===== src/rtl/mips_pipeline_pkg.sv =====
`default_nettype none
// +------------------------------------------------------------------+
// | mips_pipeline_pkg : shared widths and control bundle for stages  |
// | Rev 1.0                                                          |
// +------------------------------------------------------------------+
package mips_pipeline_pkg;

  localparam int c_data_width     = 32;
  localparam int c_reg_addr_width = 5;
  localparam int c_link_reg       = 31;

  typedef struct packed {
    logic RegWrite;
    logic MemRead;
    logic MemWrite;
    logic MemtoReg;
    logic BranchEQ;
    logic BranchNE;
    logic Jal;
  } ex_mem_ctrl_t;

endpackage
`default_nettype wire


===== src/rtl/branch_kill_counter.sv =====
`default_nettype none
// +------------------------------------------------------------------+
// | branch_kill_counter : counts younger slots to squash after a     |
// | taken branch. Rev 1.0                                            |
// +------------------------------------------------------------------+
module branch_kill_counter #(
  parameter int KILL_SLOTS = 1
) (
  input  logic clk,
  input  logic reset,
  input  logic clear,
  input  logic load,
  input  logic advance,
  output logic active
);

  localparam logic [1:0] c_slots = 2'(KILL_SLOTS);

  logic [1:0] r_count;

  // Saturates at zero: decrement only while slots remain.
  always_ff @(posedge clk or negedge reset) begin
    if (!reset) begin
      r_count <= 2'd0;
    end else if (clear) begin
      r_count <= 2'd0;
    end else if (load) begin
      r_count <= c_slots;
    end else if (advance && (r_count != 2'd0)) begin
      r_count <= r_count - 2'd1;
    end
  end

  assign active = (r_count != 2'd0);

endmodule
`default_nettype wire


===== src/rtl/ex_mem_stage_register.sv =====
`default_nettype none
// +------------------------------------------------------------------+
// | ex_mem_stage_register : EX/MEM pipeline register with branch     |
// | resolution and wrong-path squash. Rev 1.0                        |
// +------------------------------------------------------------------+
module ex_mem_stage_register
  import mips_pipeline_pkg::*;
#(
  parameter int DATA_WIDTH     = c_data_width,
  parameter int REG_ADDR_WIDTH = c_reg_addr_width,
  parameter int KILL_SLOTS     = 1,
  parameter int LINK_REG       = c_link_reg
) (
  input  logic                      clk,
  input  logic                      reset,
  input  logic                      Stall,
  input  logic                      Flush,
  input  logic                      Valid_i,
  input  logic [DATA_WIDTH-1:0]     ALUResult_i,
  input  logic                      Zero_i,
  input  logic [DATA_WIDTH-1:0]     WriteData_i,
  input  logic [REG_ADDR_WIDTH-1:0] WriteRegister_i,
  input  logic [DATA_WIDTH-1:0]     PCPlus4_i,
  input  logic [DATA_WIDTH-1:0]     BranchTarget_i,
  input  logic                      RegWrite_i,
  input  logic                      MemRead_i,
  input  logic                      MemWrite_i,
  input  logic                      MemtoReg_i,
  input  logic                      BranchEQ_i,
  input  logic                      BranchNE_i,
  input  logic                      Jal_i,
  output logic                      Valid_o,
  output logic [DATA_WIDTH-1:0]     ALUResult_o,
  output logic [DATA_WIDTH-1:0]     WriteData_o,
  output logic [REG_ADDR_WIDTH-1:0] WriteRegister_o,
  output logic [DATA_WIDTH-1:0]     ForwardValue_o,
  output logic                      RegWrite_o,
  output logic                      MemRead_o,
  output logic                      MemWrite_o,
  output logic                      MemtoReg_o,
  output logic                      BranchTaken_o,
  output logic [DATA_WIDTH-1:0]     BranchTarget_o,
  output logic                      KillActive_o
);

  localparam logic [REG_ADDR_WIDTH-1:0] c_link = REG_ADDR_WIDTH'(LINK_REG);

  ex_mem_ctrl_t w_ctrl;
  logic         w_load;
  logic         w_eff_valid;
  logic         w_taken;

  assign w_ctrl = '{RegWrite: RegWrite_i, MemRead: MemRead_i, MemWrite: MemWrite_i,
                    MemtoReg: MemtoReg_i, BranchEQ: BranchEQ_i, BranchNE: BranchNE_i,
                    Jal: Jal_i};

  assign w_load      = !Flush && !Stall;
  assign w_eff_valid = Valid_i && !KillActive_o;
  assign w_taken     = w_eff_valid && ((w_ctrl.BranchEQ && Zero_i) ||
                                       (w_ctrl.BranchNE && !Zero_i));

  // Every load slot (bubble or not) consumes one pending kill.
  branch_kill_counter #(
    .KILL_SLOTS (KILL_SLOTS)
  ) u_kill (
    .clk     (clk),
    .reset   (reset),
    .clear   (Flush),
    .load    (w_load && w_taken),
    .advance (w_load && !w_taken),
    .active  (KillActive_o)
  );

  always_ff @(posedge clk or negedge reset) begin
    if (!reset) begin
      Valid_o         <= 1'b0;
      ALUResult_o     <= '0;
      WriteData_o     <= '0;
      WriteRegister_o <= '0;
      ForwardValue_o  <= '0;
      RegWrite_o      <= 1'b0;
      MemRead_o       <= 1'b0;
      MemWrite_o      <= 1'b0;
      MemtoReg_o      <= 1'b0;
      BranchTaken_o   <= 1'b0;
      BranchTarget_o  <= '0;
    end else if (Flush) begin
      Valid_o         <= 1'b0;
      ALUResult_o     <= '0;
      WriteData_o     <= '0;
      WriteRegister_o <= '0;
      ForwardValue_o  <= '0;
      RegWrite_o      <= 1'b0;
      MemRead_o       <= 1'b0;
      MemWrite_o      <= 1'b0;
      MemtoReg_o      <= 1'b0;
      BranchTaken_o   <= 1'b0;
      BranchTarget_o  <= '0;
    end else if (!Stall) begin
      Valid_o         <= w_eff_valid;
      ALUResult_o     <= ALUResult_i;
      WriteData_o     <= WriteData_i;
      WriteRegister_o <= w_ctrl.Jal ? c_link : WriteRegister_i;
      ForwardValue_o  <= w_ctrl.Jal ? PCPlus4_i : ALUResult_i;
      RegWrite_o      <= w_eff_valid && (w_ctrl.RegWrite || w_ctrl.Jal);
      MemRead_o       <= w_eff_valid && w_ctrl.MemRead;
      MemWrite_o      <= w_eff_valid && w_ctrl.MemWrite;
      MemtoReg_o      <= w_eff_valid && w_ctrl.MemtoReg;
      BranchTaken_o   <= w_taken;
      BranchTarget_o  <= BranchTarget_i;
    end
  end

endmodule
`default_nettype wire

===== config.mk =====
export PLATFORM = sky130hd
export DESIGN_NAME = ex_mem_stage_register
export DESIGN_NICKNAME = d
export VERILOG_FILES = /design/src/rtl/mips_pipeline_pkg.sv /design/src/rtl/branch_kill_counter.sv /design/src/rtl/ex_mem_stage_register.sv
export SDC_FILE = /design/constraint.sdc
export NUM_CORES = 1
export LEC_CHECK = 0
export ABC_AREA = 1
export BUFFER_PORTS_ARGS = -buffer_cell sky130_fd_sc_hd__buf_2
export CORE_MARGIN = 2
export CORE_UTILIZATION = 46
export DETAILED_ROUTE_END_ITERATION = 7
export HOLD_SLACK_MARGIN = 0.12
export PLACE_DENSITY = 0.8
export SLEW_MARGIN = 20
export SYNTH_ARGS = -nofsm -noshare
export SYNTH_HDL_FRONTEND = slang
export SYNTH_HIERARCHICAL = 1
export SYNTH_SLANG_ARGS = --single-unit

===== constraint.sdc =====
create_clock -name clk -period 1.8 [get_ports clk]
set_input_delay 0.27 -clock clk [delete_from_list [all_inputs] [get_ports clk]]
set_output_delay 0.27 -clock clk [all_outputs]
set_load 0.02 [all_outputs]

==> metrics.md, run 1 <==
| Metric | Value |
|---|---|
| H-tree level count | 4 |
| Synth area leader | dfrtp_1 |
| Layout cells sized above 1 | 0.3113 |
| Design Area, Final | 8987 sq um |
| Share of the synthesized area in the top cell type | 0.6149 |
| First-pass GRT wire length | 28.56 mm |
| Post-CTS setup buffers | 0 |
| Core Area | 12110 sq um |
| CP endpoint kind | output pin |
| Routed WL | 18.70 mm |
| HP Class | input port to register |
| DP HPWL | 11.44 mm |
| Ys async rst share | 1.000 |
| DRC | 0 |
| Die Span X | 115.7 um |
| # rows | 40 |
| Drt initial violations | 376 |
| Per-cell routed wire length | 15.02 um |
| Mapped Nets | 836 |
| GRT Util Overall | 0.2785 |
| Vias in the first global route | 5972 |
| Most used DFF post-synth | dfrtp_1 |
| Worst-Skew Late Latency | 410 ps |
| DP Area | 7386 sq um |
| CTS Hold Bufs | 90 |
| Via count | 5916 |
| Fillers | 892 |
| Post-synthesis instance area | 5738 sq um |
| Most used cell, CP | inv_1 |
| P&R area growth vs syn | 56.63% |
| Post-Synth XOR/XNOR Area | 0 |
| Crit Path Class | register to output pin |
| Finish-stage setup viols | 0 |
| Sequential share of the synthesized area | 0.6149 |
| Critical path required time | 1530 ps |
| Post_cts resized | 0 |
| Initial Utilization | 0.4738 |
| Relative slew slack | 0.7358 |
| Final critical-path share of the clock period | 0.8778 |
| CP max FO | 3 |
| Met2 GRT Util | 0.5018 |
| Drt pass-1 iters | 5 |
| Clock buffer depth | 2 |
| Vias/cell | 4.752 |
| Peak Freq | 632.9 MHz |
| I/O pin count | 286 |
| Yosys cell types | 16 |
| Most common cell in the netlist | nand2_1 |
| GPL Wtd Cong | 0.8265 |
| Tightest Pin Transition | 396.2 ps |
| Average size of a mapped cell | 8.328 sq um |
| Synth top area cells | dfrtp_1 61%, nand2_1 23%, o21ai_0 4.4%, inv_1 2.7%, buf_2 2.4% |
| Final Power | 0.008776 W |
| Post-synth EDFFs | 0 |
| Die area | 13380 sq um |
| CP cell instances | inv_1 -> ha_1 -> inv_1 -> buf_2 |
| Min Tclk post-route | 1580 ps |
| CP max-delay cell | dfrtp_1 |
| Most frequent cells after synthesis | 355 x nand2_1, 141 x dfrtp_1, 51 x o21ai_0, 42 x inv_1, 34 x nor2_1 |
| Clk_skew | 5.826 ps |
| LEAKAGE | 5.171 nW |
| Slowest stage delay, CP | 370 ps |
| Chip Height | 115.7 um |
| VDD IR-drop max | 593.2 uV |
| Gr busiest metal | met2 |
| RSZ-0062 raised after global routing | false |
| ANT nets after route | 0 |
| Routing usage on met1 | 0.3042 |
| Yosys reg bits | 141 |
| Global-route met3 utilization | 0.06956 |
| Fin nets | 1207 |
| Status | completed |
| Max-cap violations | 0 |
| Pwr/cell area | 976.5 nW/um^2 |
| Post-synthesis mux area share | 0 |
| Hold Vio Cnt, Final | 0 |
| CTS root buf | clkbuf_16 |
| Post-Synth Adder-Cell Area | 0.002181 |
| Cell family with most CP delay | flip-flops |
| Clock slew at reported path FFs | 60 ps |
| CTS tree | done |
| Largest family of logic cells by synthesized area | simple AND/OR/NAND/NOR gates |
| Critical Path AT | 1310 ps |
| Setup WS post-layout | 219.9 ps |
| Grt ovf | 0 |
| Mapped Cells | 689 |
| Clk sink count | 141 |
| Crit path buffers/inverters | 3 |
| Final slew viol count | 0 |
| Synth warnings | 6 |
| Post-Synth Simple-Gate Area | 0.2604 |
| Port Buffer Count | 285 |
| CTS buffer count | 17 |
| Startpoint Class | register |
| Antenna violations before repair | 2 |
| Final setup TNS | 0 ps |
| Post-place setup slack | 297.9 ps |
| Largest net degree at the start of global routing | 72 |
| Synth Area in Compound Gates | 0.06367 |
==> area by class of cell <==
cell class / count / area (sq um) / area share
Antenna cell: 4 / 10.01 / 0.001114
Clock inverter: 10 / 206.4 / 0.02297
Clock buffer: 22 / 484.2 / 0.05388
Multi-Input combinational cell: 469 / 1884 / 0.2097
Tap cell: 168 / 210.2 / 0.02339
Sequential cell: 141 / 3528 / 0.3926
Inverter: 44 / 165.2 / 0.01838
Timing Repair Buffer: 387 / 2499 / 0.2780
==> cell families (layout without fill, tap and decap cells) <==
kind of cell / count (synthesis) / count (layout)
adders and majority gates: 1 / 1
and+or+nand+nor: 395 / 395
DFF: 141 / 141
buffers and inverters: 79 / 463
other: 0 / 4
AOI/OAI and AO/OA: 73 / 73
==> sequential cells by signal, indices dropped and copies added (netlist names) <==
register         cells
BranchTaken_o        1
WriteData_o         32
WriteRegister_o      5
RegWrite_o           1
u_kill/r_count       2
MemtoReg_o           1
MemWrite_o           1
ForwardValue_o      32
MemRead_o            1
Valid_o              1
BranchTarget_o      32
ALUResult_o         32
==> per-stage QoR <==
stage,cells,hold WS (ps),util
floorplan,689,-25.59,-
CTS,1241,120.0,0.7412
finish,1245,134.5,0.7420
detailed placement,1119,189.0,0.6098
global placement,1119,188.6,0.6098
global route,1243,126.2,0.7416
==> final timing paths <==
kind | startpoint | end | slack, ps | cells after the start
worst max-delay path | u_kill/r_count[0] | KillActive_o | 220 | 4
worst min-delay path | ALUResult_i[0] | ALUResult_o[0] | 130 | 3
worst max register to register | u_kill/r_count[0] | u_kill/r_count[0] | 290 | 12
worst min register to register | BranchTarget_o[0] | BranchTarget_o[0] | 470 | 2
max in group asynchronous | reset | WriteData_o[6] | 910 | 3
min in group asynchronous | reset | ForwardValue_o[18] | 340 | 2
==> where the power goes <==
part           internal [W]  switching [W]
registers           0.00336       0.000106
logic              0.000512       0.000765
clock network       0.00275        0.00129
==> routing by layer <==
metal,part of all wire,vias to the layer above
met3,0.063,56
met4,0.036,0
met1,0.38,2768
met2,0.52,256
met5,0,-
li1,-,2836
==> worst reg2reg max path, stage by stage (launching register included) <==
cell and delay, ps:
dfrtp_1 370, inv_1 50, ha_1 190, inv_1 80, inv_1 40, nand2_1 80
inv_1 60, nand3_1 100, inv_1 80, nor2_2 150, nand2_1 70, nand2_1 60
nand2_1 50
==> placed cells by master (no fill, tap or decap) <==
cell / n
nand2_1: 355
buf_2: 284
dfrtp_1: 141
dlygate4sd3_1: 90
o21ai_0: 51
inv_1: 42
nor2_1: 33
o21ai_1: 20
clkbuf_16: 17
bufinv_16: 6
buf_12: 6
buf_4: 6
diode_2: 4
clkbuf_8: 4
nand3_1: 3
inv_2: 2
a21oi_1: 2
nor2_4: 2
clkinv_2: 2
or2_2: 1
clkbuf_1: 1
clkinvlp_4: 1
inv_6: 1
buf_6: 1
nor2_2: 1
ha_1: 1
No activity file was read; power rests on OpenSTA's default activity.
==> run 2, diff against run 1 <==
==> constraint.sdc (replaced) <==
create_clock -name clk -period 1.5 [get_ports clk]
set_input_delay 0.225 -clock clk [delete_from_list [all_inputs] [get_ports clk]]
set_output_delay 0.225 -clock clk [all_outputs]
set_load 0.02 [all_outputs]
==> run 2 against run 1 <==
  * Sequential share of layout area is 1.9 points lower
  * Sequential power is 20% higher
  * First-iteration DRC count is 51% higher
  * Clock power is 7.2% higher
  * Clock skew hardly changed
  * Setup slack worse by 150 ps
  * Critical path depth stayed put
  * Via count is 6.0% higher
  * Hold slack worse by 7.0 ps
  * Non-clock buffer count is 51 higher
  * Register-to-register slack worse by 170 ps
  * Critical endpoint unchanged
  * Final cell count is 3.9% higher
==> metrics.md, run 2 (same netlist as run 1, synthesis figures left out) <==
| Metric | Value |
|---|---|
| Status | completed |
| Drt initial violations | 566 (+51%) |
| Max-cap violations | 0 (unchanged) |
| CTS buffer count | 17 (unchanged) |
| CTS tree | done |
| Core Area | 12110 sq um (unchanged) |
| Drt pass-1 iters | 5 (unchanged) |
| Slowest stage delay, CP | 350 ps (-20 ps) |
| Final critical-path share of the clock period | 0.9509 |
| Crit Path Class | register to output pin |
| Most common cell after layout, fill and taps aside | nand2_1 |
| First-pass GRT wire length | 31.10 mm (+8.9%) |
| GPL Wtd Cong | 0.8080 (-2.2%) |
| Min Tclk post-route | 1426 ps |
| DP Area | 7406 sq um (+0.27%) |
| Hold Vio Cnt, Final | 0 (unchanged) |
| Vias in the first global route | 6455 (+8.1%) |
| HP Start | Valid_i |
| Peak Freq | 701.1 MHz |
| CP max-delay cell | dfrtp_1 |
| Clk_skew | 6.301 ps (+0.4751 ps) |
| RSZ-0062 raised after global routing | false |
| DRC | 0 (unchanged) |
| Critical Path AT | 1200 ps (-110 ps) |
| P&R area growth vs syn | 64.54% |
| Grt ovf | 0 (unchanged) |
| Tightest Pin Transition | 386.2 ps (-10.08 ps) |
| CTS root buf | clkbuf_16 |
| # rows | 40 (unchanged) |
| Via count | 6269 (+6.0%) |
| Per-cell routed wire length | 15.59 um (+3.8%) |
| Startpoint Class | register |
| Pwr/cell area | 1077 nW/um^2 (+10%) |
| CP startpoint | u_kill/r_count[0] |
| Clock slew at reported path FFs | 60 ps (about the same) |
| Die Span X | 115.7 um (unchanged) |
| Largest net degree at the start of global routing | 73 (+1.4%) |
| Final setup TNS | 0 ps (unchanged) |
| Area of the multi-input gates | 1901 sq um (+0.86%) |
| Port Buffer Count | 285 (unchanged) |
| Clock buffer depth | 2 (unchanged) |
| CP cell instances | inv_1 -> ha_1 -> inv_2 -> buf_6 |
| Routed WL | 20.18 mm (+7.9%) |
| H-tree level count | 4 (unchanged) |
| DP HPWL | 11.15 mm (-2.6%) |
| CP endpoint kind | output pin |
| Relative slew slack | 0.7426 (+0.006722) |
| Layout cells sized above 1 | 0.3025 (-0.008786) |
| Worst-Skew Late Latency | 420 ps (about the same) |
| VDD IR-drop max | 742.5 uV (+25%) |
| Final slew viol count | 0 (unchanged) |
| Fin nets | 1258 (+4.2%) |
| CP max FO | 3 (unchanged) |
| ANT nets after route | 0 (unchanged) |
| HP Class | input port to register |
| Design Area, Final | 9442 sq um (+5.1%) |
| Clk sink count | 141 (unchanged) |
| I/O pin count | 286 (unchanged) |
| Final Power | 0.01017 W (+16%) |
| Crit Reg-Reg Startpoint | u_kill/r_count[0] |
| Finish-stage setup viols | 0 (unchanged) |
| Initial Utilization | 0.4738 (unchanged) |
| Commonest cells after routing, fill and taps aside | 354 x nand2_1, 283 x buf_2, 141 x dfrtp_1, 137 x dlygate4sd3_1, 51 x o21ai_0 |
| Vias/cell | 4.845 (+2.0%) |
| Critical path required time | 1270 ps (-260 ps) |
| Die area | 13380 sq um (unchanged) |
| Chip Height | 115.7 um (unchanged) |
| LEAKAGE | 5.357 nW (+3.6%) |
| Antenna violations before repair | 0 (-2) |
| Fillers | 739 (-17%) |
| GRT Util Overall | 0.3050 (+0.02648) |
| Register Area | 3528 sq um (unchanged) |
## run 2: cell types whose count changed in the layout (fill, tap and decap cells not counted), sizes merged
cell | previous run | this run
dlygate4sd3 | 90 | 137
buf | 297 | 301
clkbuf | 22 | 26
bufinv | 6 | 3
diode | 4 | 2
clkinv | 2 | 3
clkinvlp | 1 | 0
inv | 45 | 44
## run 2: report_power, final
part           switching, W  internal (W)  total, W  leakage, nW
Combinational      0.000966      0.000721   0.00169         3.18
Clock               0.00149       0.00283   0.00432        0.304
Sequential         0.000129       0.00403   0.00416         1.87
## run 2: cell type report
| class | count | share of cell area |
|---|---|---|
| Clock buffer | 26 | 0.05394 |
| Multi-Input combinational cell | 469 | 0.2013 |
| Inverter | 44 | 0.01749 |
| Antenna cell | 2 | 0.0005301 |
| Sequential cell | 141 | 0.3737 |
| Tap cell | 168 | 0.02226 |
| Timing Repair Buffer | 438 | 0.3196 |
| Clock inverter | 6 | 0.01113 |
## run 2: worst max-delay path: cells and delay by family (launching register included)
family / cells / cell delay, ps
flip-flops: 1 / 350
buffers and inverters: 3 / 240
adder cells (fa/ha/maj): 1 / 200
## run 2: repair_timing
item	4_1_cts	5_1_grt
pin swaps	0	0
hold endpoints to repair	259	0
endpoints found under the setup margin	1	3
buffers inserted	1	2
gates resized for setup	1	7
cloned	0	0
hold buffers	137	0
## run 2: final timing paths
| kind | cells after the start | endpoint | slack [ps] |
|---|---|---|---|
| worst min register to register | 2 | WriteData_o[18] | 460 |
| min in group asynchronous | 2 | ForwardValue_o[16] | 310 |
| worst min-delay path | 3 | Valid_o | 130 |
| worst max register to register | 12 | u_kill/r_count[0] | 120 |
| worst max-delay path | 4 | KillActive_o | 70 |
| max in group asynchronous | 3 | WriteData_o[22] | 590 |
## run 2: layer usage
metal,vias up,GRT usage,part of all wire
li1,2941,-,-
met1,2864,0.3334,0.36
met3,89,0.08839,0.077
met2,375,0.5166,0.51
met4,0,0.2032,0.051
met5,-,0,0
## run 2: metrics by stage
step / cells / setup WS (ps) / utilization / hold WS, ps
finish: 1294 / 73.72 / 0.7795 / 127.6
global route: 1292 / 0.8862 / 0.7791 / 141.2
CTS: 1290 / 18.14 / 0.7762 / 127.0
detailed placement: 1120 / 38.76 / 0.6115 / 159.8
global placement: 1120 / 106.1 / 0.6115 / 159.0
floorplan: 689 / 51.16 / - / -70.59
==> run 3, diff against run 2 <==
--- a/config.mk
+++ b/config.mk
@@ -5,10 +5,10 @@
 export SDC_FILE = /design/constraint.sdc
 export NUM_CORES = 1
 export LEC_CHECK = 0
-export ABC_AREA = 1
+export ABC_CLOCK_PERIOD_IN_PS = 1500
 export BUFFER_PORTS_ARGS = -buffer_cell sky130_fd_sc_hd__buf_2
 export CORE_MARGIN = 2
-export CORE_UTILIZATION = 46
+export CORE_UTILIZATION = 47
 export DETAILED_ROUTE_END_ITERATION = 7
 export HOLD_SLACK_MARGIN = 0.12
 export PLACE_DENSITY = 0.8
==> run 3 against run 2 <==
  * Flip-flop and latch count unchanged
  * Synthesized cell count is 25% lower
  * Critical endpoint is now u_kill/r_count[0]
  * First-iteration DRC count fell by 43%
  * Power grew 0.16%
  * Critical path depth is 3 higher
  * The flow now finishes with violations (setup timing)
  * Largest cell class unchanged
  * Largest power group unchanged
  * Utilization is 3.2 points lower
  * Final cell count shrank 16%
  * Clock-buffer cell count shrank 2
  * Hold slack gained 3.9 ps
==> metrics.md, run 3 <==
| Metric | Value |
|---|---|
| P&R area growth vs syn | 54.17% |
| Cell Int Power | 0.007530 W (-0.72%) |
| Pwr/cell area | 1071 nW/um^2 (-0.61%) |
| Clk_skew | 2.695 ps (-3.606 ps) |
| Initial Utilization | 0.4851 (+0.01139) |
| WHS | 131.5 ps (+3.885 ps) |
| Worst setup endpoint | u_kill/r_count[0] |
| Vias in the first global route | 6153 (-4.7%) |
| Fin nets | 1052 (-16%) |
| Die Span X | 118.6 um (+2.5%) |
| Synth area leader | dfrtp_1 |
| ANT nets after route | 0 (unchanged) |
| CTS buffer count | 17 (unchanged) |
| GRT Util Overall | 0.2961 (-0.008920) |
| Clock buffer depth | 2 (unchanged) |
| Drt pass-1 iters | 4 (-1) |
| Clk sink count | 141 (unchanged) |
| Critical path required time | 1820 ps (+550 ps) |
| Share of the synthesized area in the top cell type | 0.5717 (-0.04325) |
| Crit Reg-Reg Startpoint | u_kill/r_count[0] |
| GPL Wtd Cong | 0.8229 (+1.8%) |
| Routed WL | 20.68 mm (+2.5%) |
| Synth top area cells | dfrtp_1 57%, mux2i_1 21%, nor2_1 6.0%, a211oi_1 4.0%, nor2b_1 3.8% |
| Min Tclk post-route | 1523 ps (+96.25 ps) |
| DP Area | 7865 sq um (+6.2%) |
| Violated checks | setup timing |
| Die area | 14060 sq um (+5.1%) |
| Most common cell in the netlist | dfrtp_1 |
| Ys async rst share | 1.000 (unchanged) |
| Most common cell after layout, fill and taps aside | buf_2 |
| Vias/cell | 5.141 (+6.1%) |
| CP endpoint kind | register |
| Hold Vio Cnt, Final | 0 (unchanged) |
| Per-cell routed wire length | 18.98 um (+22%) |
| Post-place setup slack | -67.61 ps (-106.4 ps) |
| Clock power frac | 0.411 (-0.014) |
| Most used DFF post-synth | dfrtp_1 |
| Grt ovf | 0 (unchanged) |
| # rows | 41 (+2.5%) |
| Crit Path Class | register to register |
| Tightest Pin Transition | 444.3 ps (+58.13 ps) |
| Yosys cell types | 26 (+10) |
| Largest net degree at the start of global routing | 73 (unchanged) |
| CTS root buf | clkbuf_16 |
| Status | finished with violations |
| Most frequent cells after synthesis | 141 x dfrtp_1, 129 x mux2i_1, 99 x nor2_1, 37 x nor2b_1, 33 x a211oi_1 |
| Final setup TNS | -33.92 ps (-33.92 ps) |
| Critical Path AT | 1840 ps (+640 ps) |
| Port Buffer Count | 285 (unchanged) |
| P_sw | 0.002659 W (+2.7%) |
| Core Area | 12720 sq um (+5.0%) |
| R2r worst-path depth | 7 (-5) |
| Via count | 5604 (-11%) |
| VDD IR-drop max | 809.3 uV (+9.0%) |
| Fin util | 0.7479 (-0.03161) |
| R2R Setup Slk | -20 ps (-140 ps) |
| Gate power share | 0.180 (+0.014) |
| Final critical-path share of the clock period | 1.015 (+0.06417) |
| I/O pin count | 286 (unchanged) |
| Flop pwr share | 0.409 (about the same) |
| Antenna violations before repair | 0 (unchanged) |
| DRC | 0 (unchanged) |
| Yosys reg bits | 141 (unchanged) |
| LEAKAGE | 5.156 nW (-3.8%) |
| Setup WS post-layout | -22.53 ps (-96.25 ps) |
| RSZ-0062 raised after global routing | true |
| Final slew viol count | 0 (unchanged) |
| Synth warnings | 6 (unchanged) |
| Post-synthesis instance area | 6172 sq um (+7.6%) |
| Max-cap violations | 0 (unchanged) |
| Relative slew slack | 0.7038 (-0.03876) |
| Peak Freq | 656.8 MHz (-6.3%) |
| Layout cells sized above 1 | 0.3730 (+0.07046) |
| Sequential share of the synthesized area | 0.5717 (-0.04325) |
| Drt initial violations | 320 (-43%) |
| Clock slew at reported path FFs | 50 ps (about the same) |
| Post-synth EDFFs | 0 (unchanged) |
| Sw Ratio | 0.2610 (+0.006572) |
| HP Class | input port to register |
| CP startpoint | u_kill/r_count[0] |
| H-tree level count | 4 (unchanged) |
| Average size of a mapped cell | 11.94 sq um (+43%) |
| Design Area, Final | 9515 sq um (+0.78%) |
| End of the worst register-to-register path | u_kill/r_count[0] |
| CP max FO | 3 (unchanged) |
| Mapped Cells | 517 (-25%) |
| Commonest cells after routing, fill and taps aside | 282 x buf_2, 141 x dfrtp_1, 129 x mux2i_1, 102 x dlygate4sd3_1, 99 x nor2_1 |
| Chip Height | 118.6 um (+2.5%) |
| CTS tree | done |
| Worst-Skew Late Latency | 410 ps (about the same) |
| Startpoint Class | register |
| Finish-stage setup viols | 2 (+2) |
| Mapped Nets | 664 (-21%) |
| DP HPWL | 12.18 mm (+9.2%) |
| First-pass GRT wire length | 32.56 mm (+4.7%) |
==> run 3: cell types whose count changed after synthesis, sizes merged, moves of 3 or more <==
cell	change
nor2	+63
nand3	-3
nand2	-351
inv	-40
nand4bb	+3
nor2b	+37
a211oi	+33
clkbuf	+15
buf	-10
mux2i	+129
nor3	+10
o21ai	-71
==> run 3: cell type report <==
| type | count | area, sq um |
|---|---|---|
| antenna | 1 | 2.502 |
| timing repair buffer | 409 | 2728 |
| multi-input combinational | 332 | 2437 |
| inverter | 4 | 20.02 |
| fill | 815 | 3207 |
| clock buffer | 24 | 471.7 |
| tap | 172 | 215.2 |
| sequential | 141 | 3528 |
| clock inverter | 7 | 112.6 |
==> run 3: worst max-delay path, cell delays in order, from the launching register on <==
cell and delay [ps]:
dfrtp_1 400, inv_2 80, ha_4 170, inv_6 30
nand2b_4 150, nor4_4 180, and4bb_1 230, a211oi_2 200
==> run 3: stage by stage <==
step / std cells / power [W]
3_5_place_dp: 951 / 0.005780
6_report: 1090 / 0.01019
3_3_place_gp: 951 / 0.005719
4_1_cts: 1089 / 0.01020
5_1_grt: 1089 / 0.01059
2_1_floorplan: 517 / 0.005082
==> run 3: logic make-up after synthesis <==
logic type	count (synthesis)	synth area share
simple gates	161	0.1241
buf+inv	44	0.03993
compound gates	41	0.05311
fa+ha+maj	1	0.002027
mux	129	0.2092
flops	141	0.5717
==> run 3: worst min-delay path by stage <==
stage | startpoint | end | cells past startpoint
floorplan | reset | ALUResult_o[0] | 0
global placement | reset | WriteData_o[17] | 1
detailed placement | reset | WriteData_o[17] | 1
CTS | WriteRegister_i[2] | WriteRegister_o[2] | 3
global route | Stall | Valid_o | 3
finish | WriteRegister_i[2] | WriteRegister_o[2] | 3
==> run 3: metal layers <==
layer / track usage / part of all wire
met5: 0 / 0
met4: 0.1443 / 0.037
met3: 0.08108 / 0.063
met2: 0.5194 / 0.52
met1: 0.3304 / 0.38
==> run 3: power groups by stage <==
stage               Clock [W]  Sequential [W]  Combinational, W
global placement            0         0.00420           0.00151
finish                0.00418         0.00417           0.00184
detailed placement          0         0.00422           0.00156
CTS                   0.00425         0.00416           0.00179
floorplan                   0         0.00449          0.000588
global route          0.00444         0.00419           0.00196
==> run 3: timing repair <==
| action | CTS | global route |
|---|---|---|
| hold endpoints to repair | 156 | 0 |
| setup endpoints to repair | 3 | 3 |
| resized for setup | 2 | 0 |
| pin swaps | 3 | 1 |
| hold buffers | 102 | 0 |
| setup buffers | 5 | 0 |
